## config.mk

```make
export PLATFORM = sky130hd
export DESIGN_NAME = lsu
export DESIGN_NICKNAME = d
export VERILOG_FILES = /design/src/rtl/lsu.sv
export SDC_FILE = /design/constraint.sdc
export NUM_CORES = 1
export LEC_CHECK = 0
export CORE_MARGIN = 1.5
export CORE_UTILIZATION = 45
export CTS_BUF_LIST = sky130_fd_sc_hd__clkbuf_4
export CTS_CLUSTER_SIZE = 24
export DETAILED_ROUTE_END_ITERATION = 12
export PLACE_DENSITY = 0.85
export SLEW_MARGIN = 5
export SYNTH_ARGS = -nofsm -noshare
export SYNTH_HDL_FRONTEND = slang
export SYNTH_SLANG_ARGS = --single-unit
```

## constraint.sdc

```tcl
create_clock -name clk -period 4.4 [get_ports clk]
set_input_delay 1.1 -clock clk [delete_from_list [all_inputs] [get_ports clk]]
set_output_delay 1.1 -clock clk [all_outputs]
set_load 0.02 [all_outputs]
```

## src/rtl/lsu.sv

```systemverilog
// lsu -- single-outstanding load/store unit between the decoder and memory.
//
// Accepts one decoded memory op (in_valid/in_ready), issues it on a
// valid/ready request channel, waits for the read data or write acknowledge
// on a valid-only response channel, and then holds the writeback result
// (out_valid/out_ready) until it is taken.
//
// Ports:
//   clk, rst                 clock, synchronous active-high reset
//   in_valid/in_ready        op handshake (in_ready high only in IDLE)
//   in_mem_wen, in_func3     store select, access size/sign
//   in_wmask[3:0]            byte mask before lane shifting
//   in_addr, in_wdata, in_rd effective address, LSB-aligned store data, dest reg
//   mem_req_*                word-aligned request with lane-shifted data/strobe
//   mem_resp_valid/_rdata    read data or write acknowledge
//   out_valid/out_ready      writeback handshake
//   out_rdata, out_rd, out_wen  extended load data, dest reg, reg write enable
//   busy                     FSM not in IDLE
//   out_err                  (LSU_MISALIGN_CHK_EN only) misaligned access flag
//
// Build option: define LSU_MISALIGN_CHK_EN to trap misaligned halfword/word
// accesses without touching memory.
module lsu #(
  parameter int ADDR_W = 32,
  parameter int DATA_W = 32
) (
  input  logic              clk,
  input  logic              rst,
  input  logic              in_valid,
  output logic              in_ready,
  input  logic              in_mem_wen,
  input  logic [2:0]        in_func3,
  input  logic [7:0]        in_wmask,
  input  logic [ADDR_W-1:0] in_addr,
  input  logic [DATA_W-1:0] in_wdata,
  input  logic [4:0]        in_rd,
  output logic              mem_req_valid,
  input  logic              mem_req_ready,
  output logic [ADDR_W-1:0] mem_req_addr,
  output logic              mem_req_wen,
  output logic [DATA_W-1:0] mem_req_wdata,
  output logic [3:0]        mem_req_wmask,
  input  logic              mem_resp_valid,
  input  logic [DATA_W-1:0] mem_resp_rdata,
  output logic              out_valid,
  input  logic              out_ready,
  output logic [DATA_W-1:0] out_rdata,
  output logic [4:0]        out_rd,
  output logic              out_wen,
  output logic              busy
`ifdef LSU_MISALIGN_CHK_EN
  ,
  output logic              out_err
`endif
);

  typedef enum logic [1:0] {IDLE, REQ, RESP, DONE} state_t;

  state_t state, state_nxt;

  logic              wen_q;
  logic [2:0]        f3_q;
  logic [3:0]        wmask_q;
  logic [ADDR_W-1:0] addr_q;
  logic [DATA_W-1:0] wdata_q;
  logic [4:0]        rd_q;
  logic [DATA_W-1:0] rdata_q;
  logic              err_q;
  logic              mis_in;
  logic [7:0]        wmask_sh;

  // Only the low four mask bits describe byte lanes of a 32-bit word.
  logic unused_wmask;
  assign unused_wmask = ^in_wmask[7:4];

  // Shift the raw word down to the addressed byte, then size/sign-extend.
  function automatic logic [DATA_W-1:0] load_extend(input logic [2:0] f3,
                                                    input logic [1:0] off,
                                                    input logic [DATA_W-1:0] raw);
    logic signed [7:0]  b;
    logic signed [15:0] h;
    logic [DATA_W-1:0]  sh;
    sh = raw >> {off, 3'b000};
    b  = sh[7:0];
    h  = sh[15:0];
    case (f3)
      3'd0:    return {{(DATA_W-8){b[7]}}, b};
      3'd4:    return {{(DATA_W-8){1'b0}}, sh[7:0]};
      3'd1:    return {{(DATA_W-16){h[15]}}, h};
      3'd5:    return {{(DATA_W-16){1'b0}}, sh[15:0]};
      default: return sh;
    endcase
  endfunction

`ifdef LSU_MISALIGN_CHK_EN
  function automatic logic misaligned(input logic [2:0] f3, input logic [1:0] off);
    case (f3)
      3'd1, 3'd5: return off[0];
      3'd2:       return off != 2'b00;
      default:    return 1'b0;
    endcase
  endfunction

  assign mis_in  = misaligned(in_func3, in_addr[1:0]);
  assign out_err = err_q;
`else
  assign mis_in = 1'b0;
`endif

  always_ff @(posedge clk) begin
    if (rst) begin
      state   <= IDLE;
      wen_q   <= 1'b0;
      f3_q    <= '0;
      wmask_q <= '0;
      addr_q  <= '0;
      wdata_q <= '0;
      rd_q    <= '0;
      rdata_q <= '0;
      err_q   <= 1'b0;
    end else begin
      state <= state_nxt;
      if (state == IDLE && in_valid) begin
        wen_q   <= in_mem_wen;
        f3_q    <= in_func3;
        wmask_q <= in_wmask[3:0];
        addr_q  <= in_addr;
        wdata_q <= in_wdata;
        rd_q    <= in_rd;
        rdata_q <= '0;
        err_q   <= mis_in;
      end
      // Responses are sampled only in RESP; anything arriving earlier is ignored.
      if (state == RESP && mem_resp_valid) begin
        rdata_q <= wen_q ? '0 : load_extend(f3_q, addr_q[1:0], mem_resp_rdata);
      end
    end
  end

  always_comb begin
    state_nxt     = state;
    in_ready      = 1'b0;
    mem_req_valid = 1'b0;
    out_valid     = 1'b0;
    busy          = 1'b1;
    out_wen       = 1'b0;
    wmask_sh      = {4'b0000, wmask_q} << addr_q[1:0];
    case (state)
      IDLE: begin
        in_ready = 1'b1;
        busy     = 1'b0;
        // A trapped misaligned access never reaches memory.
        if (in_valid) state_nxt = mis_in ? DONE : REQ;
      end
      REQ: begin
        mem_req_valid = 1'b1;
        if (mem_req_ready) state_nxt = RESP;
      end
      RESP: begin
        if (mem_resp_valid) state_nxt = DONE;
      end
      DONE: begin
        out_valid = 1'b1;
        out_wen   = ~wen_q & ~err_q;
        if (out_ready) state_nxt = IDLE;
      end
      default: state_nxt = IDLE;
    endcase
  end

  // Request fields come straight from the latched op, so they stay stable in REQ;
  // lanes shifted past byte 3 fall off the top.
  assign mem_req_addr  = {addr_q[ADDR_W-1:2], 2'b00};
  assign mem_req_wen   = wen_q;
  assign mem_req_wdata = wdata_q << {addr_q[1:0], 3'b000};
  assign mem_req_wmask = wen_q ? wmask_sh[3:0] : 4'b0000;
  assign out_rdata     = rdata_q;
  assign out_rd        = rd_q;

endmodule
```

## Yosys cells after proc, flatten, opt, wreduce, memory -nomap -nowiden

Index checks and enable logic that the tools add are counted.

| storage, ports and cells | value |
|---|---|
| register bits | 111 |
| input port bits | 119 |
| output and inout port bits | 111 |
| logic and storage cells | 43 |

| operators by class | value |
|---|---|
| eq/ne operators | 10 |
| shift operators | 3 |
| multiplexer cells | 15 |
| bitwise operators | 1 |
| reduce and logical (&&, ||, !) cells | 6 |

Operators with widths:

| kind | number |
|---|---|
| case mux 32 bit (4 select lines) | 1 |
| two-way mux 32 bit | 3 |
| left shift 32 x 5 -> 32 bit | 1 |
| right shift 32 x 5 -> 32 bit | 1 |
| two-way mux 2 bit | 4 |
| != test 2 bit (second input constant) | 4 |
| case mux 2 bit (4 select lines) | 1 |
| equality test 3 bit (second input constant) | 2 |
| two-way mux 1 bit | 5 |
| equality test 2 bit (second input constant) | 2 |
| two-way mux 4 bit | 1 |
| AND reduction 4 bit | 1 |
| left shift 4 x 2 -> 4 bit | 1 |
| equality test 3 x 1 -> 1 bit (second input constant) | 1 |
| logical NOT 3 bit | 1 |
| equality test 2 x 1 -> 1 bit (second input constant) | 1 |
| logical AND 1 bit | 2 |
| logical NOT 2 bit | 1 |
| nonzero test 2 bit | 1 |
| NOT 1 bit | 1 |

## Depth between registers and ports, before layout

| depth | value |
|---|---|
| depth after elaboration | 4 |
| depth in mapped cells | 8 |
| depth with buffers taken out | 6 |

## Least setup slack after synthesis

OpenSTA, ideal clock, no wires.

| timing path | value |
|---|---|
| kind | register to output |
| start point | reg addr_q[0] |
| end point | out mem_req_wdata[26] |
| arrival | 1534 ps |
| data required time | 3300 ps |
| setup slack | 1766 ps |
| cell stages (with the launch flop) | 7 |
| path buffers | 4 |
| cells stage by stage | dfxtp_1 -> buf_6 -> buf_2 -> buf_2 -> buf_2 -> a211oi_1 -> a21oi_1 |

| between the ends | value |
|---|---|
| word-level cells in the longest chain between the ends | 1 |

RTL lines:

| element | line | source |
|---|---|---|
| start: declaration | 64 | `logic [ADDR_W-1:0] addr_q;` |
| start signal: assignment | 127 | `addr_q <= in_addr;` |
| left shift 32 x 5 -> 32 bit | 175 | `assign mem_req_wdata = wdata_q << {addr_q[1:0], 3'b000};` |
| end: declaration | 41 | `output logic [DATA_W-1:0] mem_req_wdata,` |

No other way between the ends.

## Worst setup path after layout

| timing path | value |
|---|---|
| start point | reg addr_q[1] |
| end point | out mem_req_wdata[17] |

The elaborated chain is that of the path after synthesis.

==> impl_results.md <==
- Post-synthesis mux area share: a little over a tenth
- Most frequent cell after synthesis: nand2_1
- Leakage: 2.696 nW
- Min-Delay Path Class: reg2reg
- CTS tree: done
- Die height: 111.9 µm
- Antenna Cells: 0
- Rel. slew slack: about 38%
- P&R area growth vs syn: 41.01%
- Clock power frac: ~16%
- Vias in the first global route: 5065
- Clock skew: 17.26 ps
- Drt via density: roughly 5.4
- Crit path DAT: roughly 2500 ps
- Synth area leader: dfxtp_1
- Worst path max stage delay: 750 ps
- Beginning of the worst hold path: wdata_q[29]
- Top cells by count, synth: nand2_1, dfxtp_1, a21oi_1, buf_4, clkbuf_1
- Crit-path cells: buf_12, mux2i_1, o21ai_0, clkdlybuf4s50_1
- Clock Root Buffer: clkbuf_4
- Status: finished, final reports clean
- Max-slew violation count: 0
- Storage cell area: 0.002225 mm²
- Initial antenna violation count: 0
- First-pass GRT wire length: roughly 25 mm
- Top delay family on crit path: buffers and inverters
- Post-route cell area: ~0.0075 mm²
- Fin worst setup slack: approximately 800 ps
- Main synth FF type: dfxtp_1
- Placed Area: about 0.0074 mm²
- CTS Hold Bufs: 0
- Fin crit period: roughly 3600 ps
- Post-Syn Area: around 0.0053 mm²
- Post-CTS Setup Inserts: 0
- Dpl hpwl: approximately 11 mm
- Reg2reg setup slack: around 1900 ps
- EDFF count, synth: 0
- Final antenna-violating net count: 0
- Kind of critical path: reg2out
- Async S/R FF share, synth: 0%
- Startpoint class of the critical path: flip-flop
- Die span in x: 111.9 µm
- Overall Global Routing Usage: between 20% and 30%
- Worst R2R Start: state[0]
- Seq/Total Area, Yosys: around two fifths
- Pin count of the biggest net entering global routing: 49
- Slew @ Worst Pin: 923.2 ps
- Fillers: between 800 and 900
- Max Buffers Root-to-Sink: 2
- Reg power frac: 37.5%
- Synth Instances: roughly 640
- Slowest cell on the critical path: dfxtp_2
- GP Congestion: about 0.86
- CP Capture Type: output pin
- Max cap viols: 0
- Synth Area in Simple Gates: a little under a fifth
- Syn avg cell area: 8.377 µm²
- VDD IR-drop max: around 0.31 mV
- Grt total ovfl: 0
- P per Cell Area: roughly 460 mW/mm²
- Post-DR wirelength/cell: around 17 µm
- TritonCTS Buffers: 9
- Final #Nets: about 900
- Clock sinks: between 100 and 150
- Cell count along the critical path: 4
- Place WS: slightly below 1000 ps
- Combinational family with the most area after synthesis: simple AND/OR/NAND/NOR gates
- Compound-cell area share of the yosys netlist: between 10% and 20%
- Multi-input logic area: about 0.0026 mm²
- Comb power frac: approximately 46%
- Library cells used by synthesis: just over 40
- Area of the core: around 0.011 mm²
- Via count: a little over 5k
- Rows: 39
- Fraction of layout cells with a size suffix above 1: around 7.6%
- Crit path buf inv count: 2
- Clock transition at the registers of the reported paths: about 150 ps
- Hold WS: 459.8 ps
- WP data required: between 3000 and 4000 ps
- 1st-iter DRT viols: around 380
- Dominant cells by area after synthesis: dfxtp_1, nand2_1, a21oi_1
- Die area: approximately 0.013 mm²
- Worst setup endpoint: mem_req_wdata[17]
- Starting density of the core: roughly 47%
- Crit Path Max Fanout: slightly above 40
- Setup TNS: 0 ps
- RSZ-0062 raised after global routing: no
- Count of final setup violators: 0
- Synth Area in Adders: less than 1%
- H-tree levels: 3
- Clk_lat worst skew: around 450 ps
- #FFs+latches synth: around 110
- Boundary Pins: 230
- Post-Route WL: 15.68 mm
- I/O Buffers: 223
- Sw Ratio: about two fifths
- Post-synthesis xor/xnor area fraction: less than 1%
- Period utilization: between 80% and 90%
- Final Hold Vio Count: 0
- P_int: approximately 2.1 mW
- # DRC: 0
- Gates resized, CTS repair: 0
- R2r worst-path depth: 6
- TritonRoute pass-1 iters: 5
- Post-synth top area share: about two fifths
- Psw: around 1.4 mW
- CP startpoint: addr_q[1]
- Worst R2R End: out_rdata[26]
- FMAX: roughly 280 MHz
- Ys Warns: 0
[power groups by stage]
stage | combinational (mW) | sequential [mW] | clock, mW
after global routing | 1.73 | 1.32 | 0.610
after CTS | 1.61 | 1.30 | 0.578
after detailed placement | 1.61 | 1.32 | 0
after global placement | 1.57 | 1.31 | 0
after floorplan | 1.02 | 1.32 | 0
final | 1.60 | 1.30 | 0.565
[layout make-up]
class	count	share of cell area, %
Clock buffer	10	0.9977
Clock inverter	6	1.131
Inverter	4	0.1995
Multi-Input combinational cell	442	35.00
Sequential cell	111	29.56
Tap cell	143	2.378
Timing Repair Buffer	231	30.73
[per-stage QoR]
step                std cells  power, mW  util (%)
global placement          931      2.875     64.22
global route              947      3.665     65.62
finish                    947      3.471     65.62
floorplan                 638      2.333         -
CTS                       947      3.494     65.62
detailed placement        931      2.929     64.22
[how the worst min path moves through the flow]
stage / slack, ps / cells past startpoint / endpoint
floorplan: 430 / 2 / wdata_q[24]
global placement: 440 / 2 / wdata_q[26]
detailed placement: 440 / 2 / out_rdata[8]
CTS: 460 / 2 / wdata_q[29]
global route: 480 / 2 / addr_q[24]
finish: 460 / 2 / wdata_q[29]
[cell families (layout without fill, tap and decap cells)]
kind of cell               count (synthesis)  count (layout)
xor gates and xnor gates                   1               1
buffers and inverters                     85             251
muxes                                     45              45
adders and majority gates                  4               4
DFF                                      111             111
AOI/OAI and AO/OA                        155             155
other                                      1               2
and+or+nand+nor                          235             235
[registers in the layout, indices dropped and copies added, names as in the netlist]
signal and flops:
mem_req_wen 1, state 2, wdata_q 32, out_rdata 32, addr_q 32, out_rd 5
f3_q 3, wmask_q 4
[worst min-delay path, cell delays in order (launching register included)]
cell	delay, ps
dfxtp_1	330
nand2_1	50
a21oi_1	50
[per-layer routing]
| layer | vias up | share of wire, % | GRT usage (%) |
|---|---|---|---|
| met5 | - | 0 | 0 |
| met4 | 0 | 2.7 | 10.38 |
| met3 | 30 | 7.3 | 6.587 |
| met2 | 222 | 50 | 42.32 |
| met1 | 2421 | 40 | 27.61 |
| li1 | 2456 | - | - |
[placed cells by master (no fill, tap or decap), types with 6 or more instances in the layout]
cell type          n
dfxtp_1          109
and2_1            10
a22oi_1            8
clkdlybuf4s50_1  222
nand3b_1           8
a221o_1            6
clkbuf_4          10
buf_4              6
mux2_2             9
a211oi_1           9
nor2b_1           10
nand2_1          171
a221o_2           10
a21oi_1           93
nor2_1            22
o21ai_0           24
mux4_2             8
mux2i_1           26
Power figures use the tool's default switching activity.
